==> config.mk <==
export PLATFORM = sky130hd
export DESIGN_NAME = i2s_rx_ctrl
export DESIGN_NICKNAME = d
export VERILOG_FILES = /design/src/rtl/i2s_pkg.sv /design/src/rtl/sync_fifo.sv /design/src/rtl/i2s_rx_ctrl.sv
export SDC_FILE = /design/constraint.sdc
export NUM_CORES = 1
export LEC_CHECK = 0
export ABC_AREA = 1
export CAP_MARGIN = 20
export CELL_PAD_IN_SITES_DETAIL_PLACEMENT = 1
export CELL_PAD_IN_SITES_GLOBAL_PLACEMENT = 2
export CORE_MARGIN = 2
export CORE_UTILIZATION = 35
export CTS_CLUSTER_DIAMETER = 50
export DETAILED_ROUTE_END_ITERATION = 7
export GPL_TIMING_DRIVEN = 0
export HOLD_SLACK_MARGIN = 0.06
export PLACE_DENSITY_LB_ADDON = 0.1
export REMOVE_ABC_BUFFERS = 1
export SLEW_MARGIN = 10
export SYNTH_ARGS = -nofsm -noshare
export SYNTH_HDL_FRONTEND = slang
export SYNTH_SLANG_ARGS = --single-unit
==> constraint.sdc <==
create_clock -name clk -period 4.22 [get_ports clk]
set_clock_uncertainty 0.05 [all_clocks]
set_input_delay 0.422 -clock clk [delete_from_list [all_inputs] [get_ports clk]]
set_output_delay 0.422 -clock clk [all_outputs]
set_load 0.01 [all_outputs]
==> src/rtl/i2s_pkg.sv <==
// Shared definitions for the I2S receive path: sequencer state encoding and default sizes.
package i2s_pkg;

  localparam int WSZ_DEF   = 32;
  localparam int DEPTH_DEF = 8;

  typedef enum logic [1:0] {
    ST_IDLE   = 2'd0,
    ST_WARMUP = 2'd1,
    ST_RUN    = 2'd2
  } rx_state_t;

endpackage

==> src/rtl/sync_fifo.sv <==
// First-word fall-through FIFO with flush, fill level, full/empty and a drop strobe.
module sync_fifo #(
  parameter  int WSZ   = 32,
  parameter  int DEPTH = 8,
  localparam int AW    = $clog2(DEPTH)
) (
  input  logic           clk,
  input  logic           rst,
  input  logic           i_flush,
  input  logic           i_wr,
  input  logic [WSZ-1:0] i_wdata,
  input  logic           i_rd,
  output logic [WSZ-1:0] o_rdata,
  output logic           o_empty,
  output logic           o_full,
  output logic [AW:0]    o_level,
  output logic           o_drop
);

  localparam logic [AW:0] FULL_LVL = (AW+1)'(DEPTH);

  logic [WSZ-1:0] r_mem [DEPTH];
  logic [AW-1:0]  r_wptr;
  logic [AW-1:0]  r_rptr;
  logic [AW:0]    r_level;

  logic w_full;
  logic w_empty;
  logic w_pop;
  logic w_push;

  assign w_full  = (r_level == FULL_LVL);
  assign w_empty = (r_level == '0);
  // A pop on an empty FIFO is ignored, so a simultaneous push alone is accepted.
  assign w_pop   = i_rd & ~w_empty;
  assign w_push  = i_wr & (~w_full | w_pop);

  always_ff @(posedge clk) begin
    if (rst || i_flush) begin
      r_wptr  <= '0;
      r_rptr  <= '0;
      r_level <= '0;
    end else begin
      if (w_push) r_wptr <= r_wptr + 1'b1;
      if (w_pop)  r_rptr <= r_rptr + 1'b1;
      r_level <= r_level + {{AW{1'b0}}, w_push} - {{AW{1'b0}}, w_pop};
    end
  end

  always_ff @(posedge clk) begin
    if (w_push && !i_flush) r_mem[r_wptr] <= i_wdata;
  end

  // Storage is never reset, so the head is masked to zero while empty.
  assign o_rdata = w_empty ? '0 : r_mem[r_rptr];
  assign o_empty = w_empty;
  assign o_full  = w_full;
  assign o_level = r_level;
  assign o_drop  = i_wr & w_full & ~w_pop & ~i_flush;

endmodule

==> src/rtl/i2s_rx_ctrl.sv <==
// I2S receive sequencer: bit-tick generation, start-up sample discard, sample capture
// into a FIFO, sticky overflow and a threshold level interrupt.
module i2s_rx_ctrl
  import i2s_pkg::*;
#(
  parameter  int WSZ   = WSZ_DEF,
  parameter  int DEPTH = DEPTH_DEF,
  localparam int AW    = $clog2(DEPTH)
) (
  input  logic           clk,
  input  logic           rst,
  input  logic           en,
  input  logic           cfg_mode,
  input  logic [15:0]    cfg_presc,
  input  logic [7:0]     cfg_warmup,
  input  logic [AW:0]    cfg_thresh,
  input  logic           flush,
  input  logic           ovf_clr,
  input  logic [WSZ-1:0] i2s_sample,
  input  logic           i2s_rdy,
  output logic           i2s_tick,
  output logic           i2s_mode,
  input  logic           fifo_rd,
  output logic [WSZ-1:0] fifo_rdata,
  output logic           fifo_empty,
  output logic           fifo_full,
  output logic [AW:0]    fifo_level,
  output logic           irq,
  output logic           ovf,
  output logic           busy
);

  rx_state_t   r_state;
  rx_state_t   w_next;
  logic [15:0] r_tcnt;
  logic [7:0]  r_wcnt;
  logic        r_rdy_q;
  logic        r_mode;
  logic        r_irq;
  logic        r_ovf;

  logic        w_cap;
  logic        w_busy;
  logic        w_run;
  logic        w_warm;
  logic        w_tick;
  logic        w_warm_done;
  logic        w_push;
  logic        w_drop;
  logic [AW:0] w_level;

  assign w_cap       = i2s_rdy & ~r_rdy_q;
  assign w_warm_done = ({1'b0, r_wcnt} + 9'd1) >= {1'b0, cfg_warmup};

  always_ff @(posedge clk) begin
    if (rst) r_state <= ST_IDLE;
    else     r_state <= w_next;
  end

  always_comb begin
    w_next = r_state;
    case (r_state)
      ST_IDLE: begin
        if (en) w_next = (cfg_warmup != 8'd0) ? ST_WARMUP : ST_RUN;
      end
      ST_WARMUP: begin
        if (!en)                     w_next = ST_IDLE;
        else if (w_cap && w_warm_done) w_next = ST_RUN;
      end
      ST_RUN: begin
        if (!en) w_next = ST_IDLE;
      end
      default: w_next = ST_IDLE;
    endcase
  end

  always_comb begin
    w_busy = 1'b0;
    w_run  = 1'b0;
    w_warm = 1'b0;
    case (r_state)
      ST_WARMUP: begin
        w_busy = 1'b1;
        w_warm = 1'b1;
      end
      ST_RUN: begin
        w_busy = 1'b1;
        w_run  = 1'b1;
      end
      default: ;
    endcase
    w_tick = w_busy & (r_tcnt == cfg_presc);
  end

  // The >= wrap keeps the divider sane if cfg_presc shrinks below the running count.
  always_ff @(posedge clk) begin
    if (rst || !w_busy)         r_tcnt <= '0;
    else if (r_tcnt >= cfg_presc) r_tcnt <= '0;
    else                          r_tcnt <= r_tcnt + 16'd1;
  end

  always_ff @(posedge clk) begin
    if (rst || !w_warm) r_wcnt <= '0;
    else if (w_cap)     r_wcnt <= r_wcnt + 8'd1;
  end

  always_ff @(posedge clk) begin
    if (rst) begin
      r_rdy_q <= 1'b0;
      r_mode  <= 1'b0;
    end else begin
      r_rdy_q <= i2s_rdy;
      r_mode  <= cfg_mode;
    end
  end

  assign w_push = w_cap & w_run;

  sync_fifo #(
    .WSZ   (WSZ),
    .DEPTH (DEPTH)
  ) u_fifo (
    .clk     (clk),
    .rst     (rst),
    .i_flush (flush),
    .i_wr    (w_push),
    .i_wdata (i2s_sample),
    .i_rd    (fifo_rd),
    .o_rdata (fifo_rdata),
    .o_empty (fifo_empty),
    .o_full  (fifo_full),
    .o_level (w_level),
    .o_drop  (w_drop)
  );

  // A fresh drop wins over a clear arriving in the same cycle.
  always_ff @(posedge clk) begin
    if (rst) begin
      r_ovf <= 1'b0;
      r_irq <= 1'b0;
    end else begin
      if (w_drop)       r_ovf <= 1'b1;
      else if (ovf_clr) r_ovf <= 1'b0;
      r_irq <= (cfg_thresh != '0) && (w_level >= cfg_thresh);
    end
  end

  assign i2s_tick   = w_tick;
  assign i2s_mode   = r_mode;
  assign fifo_level = w_level;
  assign irq        = r_irq;
  assign ovf        = r_ovf;
  assign busy       = w_busy;

endmodule
==> results.tsv, run 1 <==
metric	value	unit
wirelength	31.80	mm
leakage	0.005594	uW
average_wire_per_standard_cell	18.45	um
path_max_fanout	54	
max_freq	269.6	MHz
max_stage_delay	0.55	ns
layout.cells.most_common	sky130_fd_sc_hd__edfxtp_1	
r2r-start	u_fifo.o_level[2]	
setup_repair_after_global_routing_missed_its_margin	false	
num_vias	8600	
starting_density_of_the_core	0.3552	
routed-wl-met2	15.08	mm
num_antenna_cells	0	
yosysWarnings	0	
max_slew_margin	0.3716	
cts_buffers	40	
hold_viol	0	
grt_antenna_before_repair	2	
hold_start	cfg_mode	
end_kind	primary output	
maxCapViolCount	0	
slowest_stage_cell_on_the_critical_path	sky130_fd_sc_hd__clkdlybuf4s50_1	
timing.hold.worst.class	input pin to flip-flop	
clk_latency	0.53	ns
ctsLongestPathBuffers	3	
die_h	194.0	um
dr.pass1.iters	5	
mostFrequentLayoutCells	sky130_fd_sc_hd__edfxtp_1, sky130_fd_sc_hd__nor2_1, sky130_fd_sc_hd__o21ai_0	
crit_path_end	fifo_rdata[16]	
dpl-instance-area	14610	sq um
worstPathCellList	buf_16 > clkinv_2 > buf_12 > o21ai_0 > o22ai_1 > o21ai_0 > a31oi_1 > clkdlybuf4s50_1	
die_w	194.0	um
power.total	8676	uW
min_period_over_period	0.8789	
worst-setup-path-type	flip-flop to primary output	
largest_net_degree_at_the_start_of_global_routing	83	
worst_vdd_ir	376.5	uV
grt_pass1_vias	8969	
drive_gt1_frac	0.09580	
synth_area	12640	sq um
cts_hold_buffers	0	
ctsResizeCount	0	
track_usage	0.1680	
fin_crit	3.709	ns
drt_iter0_markers	340	
final-setup-viol-count	0	
cp_common_cell	sky130_fd_sc_hd__o21ai_0	
grt_remaining_overflow	0	
grt_first_pass_wirelength	49.70	mm
critical_path.startpoint_type	flip-flop	
layout-area-overhead-vs-synth	25.30	%
core_ar	35570	sq um
cts_tree	done	
cts-htree-levels	2	
top_level_ports	111	
tritoncts_num_sinks	299	
worst-endpoint-arrival	3.24	ns
clk_transition_reported_paths	0.05	ns
placement.io_buffers	110	
layout.cell_area.non_filler	15830	sq um
total_met3_wirelength_after_detailed_routing	1.381	mm
yosys_register_bits	299	
remaining_drc_errors	0	
avg_cell_area_syn	11.41	sq um
row_count	69	
finish.net_count	1344	
route.top_layer_used	met5	
cp_num_cells	8	
r2r_setup_slack	0.82	ns
crit_required	3.75	ns
dp.final_hpwl	19.79	mm
total_routed_wire_length_on_the_met1_layer	14.73	mm
run_status	completed	
gp_congestion	0.7135	
r2r_cells	12	
cts_post_setup_buffers_inserted	0	
synth_sequential_area_ratio	0.6765	
final-max-slew-violation-count	0	
power.density_cell_area	548.0	nW/um^2
cp_top_family	buffers and inverters	
final_antenna_net_count	0	
post_drt_via_cell_ratio	4.988	
accumulated_negative_setup_slack	0	ns
ys_types	36	
post_synth_inst_count	1107	
die_area	37640	sq um
critPathBufInv	4	
n_fill_cell	3802	
clk_root_buffer_cell	sky130_fd_sc_hd__clkbuf_16	
crit-reg2reg-capture	u_fifo.r_mem[2][17]	
worst_pin_slew	0.9375	ns
==> cells by family (layout without fill, tap and decap cells) <==
logic type / count (synthesis) / count (layout) / synth area share
muxes: 1 / 1 / 0.0007922
xor gates and xnor gates: 12 / 12 / 0.008318
buffers and inverters: 141 / 297 / 0.04288
AOI/OAI and AO/OA: 278 / 278 / 0.1179
DFF: 299 / 299 / 0.6765
adders and majority gates: 42 / 42 / 0.04218
and+or+nand+nor: 334 / 334 / 0.1114
==> registers in the layout, indices dropped and copies added, names as in the netlist, named ones only <==
| signal | flops |
|---|---|
| u_fifo.r_mem | 256 |
| r_tcnt | 16 |
| r_wcnt | 8 |
| u_fifo.o_level | 4 |
| u_fifo.r_rptr | 3 |
| u_fifo.r_wptr | 3 |
| r_state | 2 |
| i2s_mode | 1 |
| irq | 1 |
| ovf | 1 |
| r_rdy_q | 1 |
==> where the power goes <==
group	leakage, uW	switching (uW)	internal (uW)
registers	0.00265	102	3280
clock network	0.000588	1270	1830
logic	0.00236	1270	929
total	0.00559	2640	6040
==> synth_stat cells, drive strengths merged <==
cell	n	area, sq um
nand4	5	31.28
nor4	1	6.260
buf	16	72.57
nand3	18	110.1
clkinv	2	7.510
nor3b	2	20.02
mux2i	1	10.01
a211oi	1	7.510
o21ai	176	880.9
a31oi	33	206.5
xnor2	2	17.52
ha	41	513.0
o211ai	2	15.01
a21oi	30	150.1
inv	87	326.6
fa	1	20.02
edfxtp	256	7687
dfxtp	43	860.8
nor2	242	953.4
a21o	1	7.510
nor3	13	76.33
clkbuf	36	135.1
nand3b	1	7.510
nand2	52	202.7
xor2	10	87.58
o22ai	32	200.2
o21a	3	22.52
==> layer usage <==
layer / vias up / global-route usage
met5: - / 0
met4: 4 / 0.04574
met3: 52 / 0.03601
met2: 145 / 0.2776
met1: 4222 / 0.2241
li1: 4177 / -
==> how the worst min path moves through the flow <==
stage | endpoint | slack (ns) | depth (start not counted)
2_1_floorplan | flip-flop | 0.38 | 2
3_3_place_gp | u_fifo.r_rptr[2] | 0.40 | 2
3_5_place_dp | u_fifo.r_rptr[2] | 0.41 | 2
4_1_cts | i2s_mode | 0.34 | 3
5_1_grt | i2s_mode | 0.39 | 3
6_report | i2s_mode | 0.36 | 3
==> cell type report <==
class,count,area (sq um),share of cell area
repair buffers,137,1543,0.09744
inverters,89,341.6,0.02157
clock inverters,22,185.2,0.01170
flip-flops and latches,299,8556,0.5404
well taps,461,576.8,0.03643
clock buffers,49,1035,0.06535
multi-input cells,667,3596,0.2271
==> tightest hold or removal path, cell delays in order <==
cell	delay [ns]
sky130_fd_sc_hd__clkdlybuf4s50_1	0.40
sky130_fd_sc_hd__inv_1	0.05
sky130_fd_sc_hd__nor2_1	0.03
==> stage by stage <==
step / worst slack, ns / std cells / hold WS (ns) / utilization
2_1_floorplan: -0.4701 / 1055 / 0.3831 / -
3_3_place_gp: -5.125 / 1626 / 0.4048 / 0.3966
3_5_place_dp: 0.2652 / 1653 / 0.4087 / 0.4108
4_1_cts: 0.3584 / 1724 / 0.3398 / 0.4451
5_1_grt: 0.3036 / 1724 / 0.3871 / 0.4451
6_report: 0.5112 / 1724 / 0.3624 / 0.4451
(Power assumes the default switching activity.)
==> run 2: changes to the inputs <==
--- a/config.mk
+++ b/config.mk
@@ -9,13 +9,14 @@
 export CAP_MARGIN = 20
 export CELL_PAD_IN_SITES_DETAIL_PLACEMENT = 1
 export CELL_PAD_IN_SITES_GLOBAL_PLACEMENT = 2
-export CORE_MARGIN = 2
+export CORE_MARGIN = 4
 export CORE_UTILIZATION = 35
 export CTS_CLUSTER_DIAMETER = 50
 export DETAILED_ROUTE_END_ITERATION = 7
 export GPL_TIMING_DRIVEN = 0
 export HOLD_SLACK_MARGIN = 0.06
 export PLACE_DENSITY_LB_ADDON = 0.1
+export RECOVER_POWER = 50
 export REMOVE_ABC_BUFFERS = 1
 export SLEW_MARGIN = 10
 export SYNTH_ARGS = -nofsm -noshare
==> run 2 against run 1 <==
Setup slack worse by 0.038 ns. Sequential share of layout area grew 0.40 points. Largest cell class unchanged. Clock-buffer cell count is 2 lower. Cell count is 0.17% lower. Non-clock buffer count unchanged. Register-to-register slack worse by 0.26 ns. Sequential power hardly changed. Flip-flop and latch count stayed put.
==> results.tsv, run 2 (synthesis results as in run 1) <==
metric	value	unit	change
met2_track_demand_over_resource	0.2742		-0.003427
ctsLongestPathBuffers	3		unchanged
power.share.combinational	0.257		+0.004
final-max-slew-violation-count	0		unchanged
track_usage	0.1595		-0.008450
core_ar	35570	sq um	unchanged
path_max_fanout	50		-7.4%
remaining_drc_errors	0		unchanged
r2r-start	u_fifo.o_level[2]		
layout-area-overhead-vs-synth	24.39	%	
cts_hold_buffers	0		unchanged
pre_cts_ws	0.4564	ns	+0.1912 ns
power.density_cell_area	543.6	nW/um^2	-0.81%
largest_net_degree_at_the_start_of_global_routing	89		+7.2%
top_level_ports	111		unchanged
critical_path.startpoint_type	flip-flop		
cts_tree	done		
post_drt_via_cell_ratio	5.001		+0.26%
gp_congestion	0.7117		-0.25%
drive_gt1_frac	0.09134		-0.004461
r2r_cells	12		unchanged
starting_density_of_the_core	0.3552		unchanged
max_slew_margin	0.4219		+0.05032
cts_buffers	38		-5.0%
dp.final_hpwl	19.56	mm	-1.2%
dr.pass1.iters	6		+1
max_freq	266.9	MHz	-1.0%
placement.io_buffers	110		unchanged
finish.net_count	1342		-0.15%
worst-setup-path-type	flip-flop to primary output		
worst-endpoint-arrival	3.28	ns	+0.04 ns
grt_pass1_vias	9016		+0.52%
wirelength	31.41	mm	-1.2%
worst_pin_slew	0.8624	ns	-0.07507 ns
die_area	39210	sq um	+4.2%
cts_post_setup_buffers_inserted	0		unchanged
drt_iter0_markers	304		-11%
average_wire_per_standard_cell	18.25	um	-1.1%
routing_usage_on_met1	0.2086		-0.01551
ctsResizeCount	0		unchanged
clk_transition_reported_paths	0.06	ns	about the same
layout_top_registers	u_fifo.r_mem x256, r_tcnt x16, r_wcnt x8		
cts-htree-levels	2		unchanged
top_register	u_fifo.r_mem		
hold_start	cfg_mode		
largest_register_ffs	256		unchanged
layout.cells.non_filler	1721		-0.17%
post-place-cells	1653		unchanged
grt_antenna_before_repair	3		+1
tritoncts_num_sinks	299		unchanged
maxCapViolCount	0		unchanged
grt_use_met3	0.03369		-0.002316
p_clk_frac	0.350		-0.007
run_status	completed		
power.net_switching	2582	uW	-2.2%
internal-power	5962	uW	-1.2%
grt_remaining_overflow	0		unchanged
final_antenna_net_count	0		unchanged
die_w	198.0	um	+2.1%
grt_first_pass_wirelength	49.41	mm	-0.58%
hold_viol	0		unchanged
share_seq_of_total_power	0.392		+0.002
leakage	0.005580	uW	-0.25%
final-setup-viol-count	0		unchanged
clk_latency	0.51	ns	-0.02 ns
end_kind	primary output		
crit_required	3.75	ns	about the same
setup_repair_after_global_routing_missed_its_margin	false		
num_vias	8607		+0.081%
row_count	69		unchanged
n_fill_cell	3780		-0.58%
min_period_over_period	0.8880		+0.009097
gr-max-usage-layer	met2		
timing.hold.worst_path_depth	3		unchanged
die_h	198.0	um	+2.1%
mostFrequentLayoutCells	sky130_fd_sc_hd__edfxtp_1, sky130_fd_sc_hd__nor2_1, sky130_fd_sc_hd__o21ai_0		
timing.hold.worst.class	input pin to flip-flop		
fin_crit	3.747	ns	+0.03839 ns
postLayoutSetupSlackWorst	0.4728	ns	-0.03839 ns
layout.cells.most_common	sky130_fd_sc_hd__edfxtp_1		
netSwitchingFraction	0.3022		-0.001988
clk_root_buffer_cell	sky130_fd_sc_hd__clkbuf_16		
accumulated_negative_setup_slack	0	ns	unchanged
worst_vdd_ir	286.3	uV	-24%
==> run 2: metrics by stage <==
stage / total power (uW) / area [sq um] / util / hold WS (ns)
3_3_place_gp: 5670 / 14110 / 0.3966 / 0.4017
6_report: 8544 / 15720 / 0.4419 / 0.3890
5_1_grt: 9059 / 15720 / 0.4418 / 0.3882
4_1_cts: 8745 / 15730 / 0.4423 / 0.3668
2_1_floorplan: 4530 / 12430 / - / 0.3831
3_5_place_dp: 5702 / 14570 / 0.4095 / 0.4150
==> run 2: path summary, 6_finish.rpt <==
kind	endpoint	slack, ns
max	fifo_rdata[13]	0.47
min	i2s_mode	0.39
min reg2reg	r_tcnt[0]	0.43
max reg2reg	u_fifo.r_mem[3][15]	0.56
==> run 2: routing by layer <==
| metal | vias to the layer above | wire [um] |
|---|---|---|
| li1 | 4170 | - |
| met1 | 4249 | 14560 |
| met2 | 140 | 14970 |
| met3 | 44 | 1352 |
| met4 | 4 | 509 |
| met5 | - | 25 |
==> run 2: critical path: stages, from the launching register on <==
cell                              delay (ns)
sky130_fd_sc_hd__dfxtp_4                0.50
sky130_fd_sc_hd__buf_16                 0.30
sky130_fd_sc_hd__clkinv_2               0.47
sky130_fd_sc_hd__buf_12                 0.36
sky130_fd_sc_hd__nor2_1                 0.12
sky130_fd_sc_hd__o21ai_0                0.09
sky130_fd_sc_hd__a31oi_1                0.27
sky130_fd_sc_hd__clkdlybuf4s50_1        0.63
==> run 2: cell type report <==
type,count,area (sq um),share of cell area
tap,461,576.8,0.03670
inverter,89,341.6,0.02173
clock buffer,47,1006,0.06400
clock inverter,20,160.2,0.01019
antenna,1,2.502,0.0001592
sequential,299,8556,0.5443
multi-input combinational,667,3578,0.2277
timing repair buffer,137,1496,0.09521
==> run 2: power by group through the flow <==
stage	Clock (uW)	Sequential, uW	Combinational (uW)
floorplan	0	3450	1080
global placement	0	3520	2150
detailed placement	0	3420	2290
CTS	3090	3360	2300
global route	3220	3360	2480
finish	2990	3350	2200
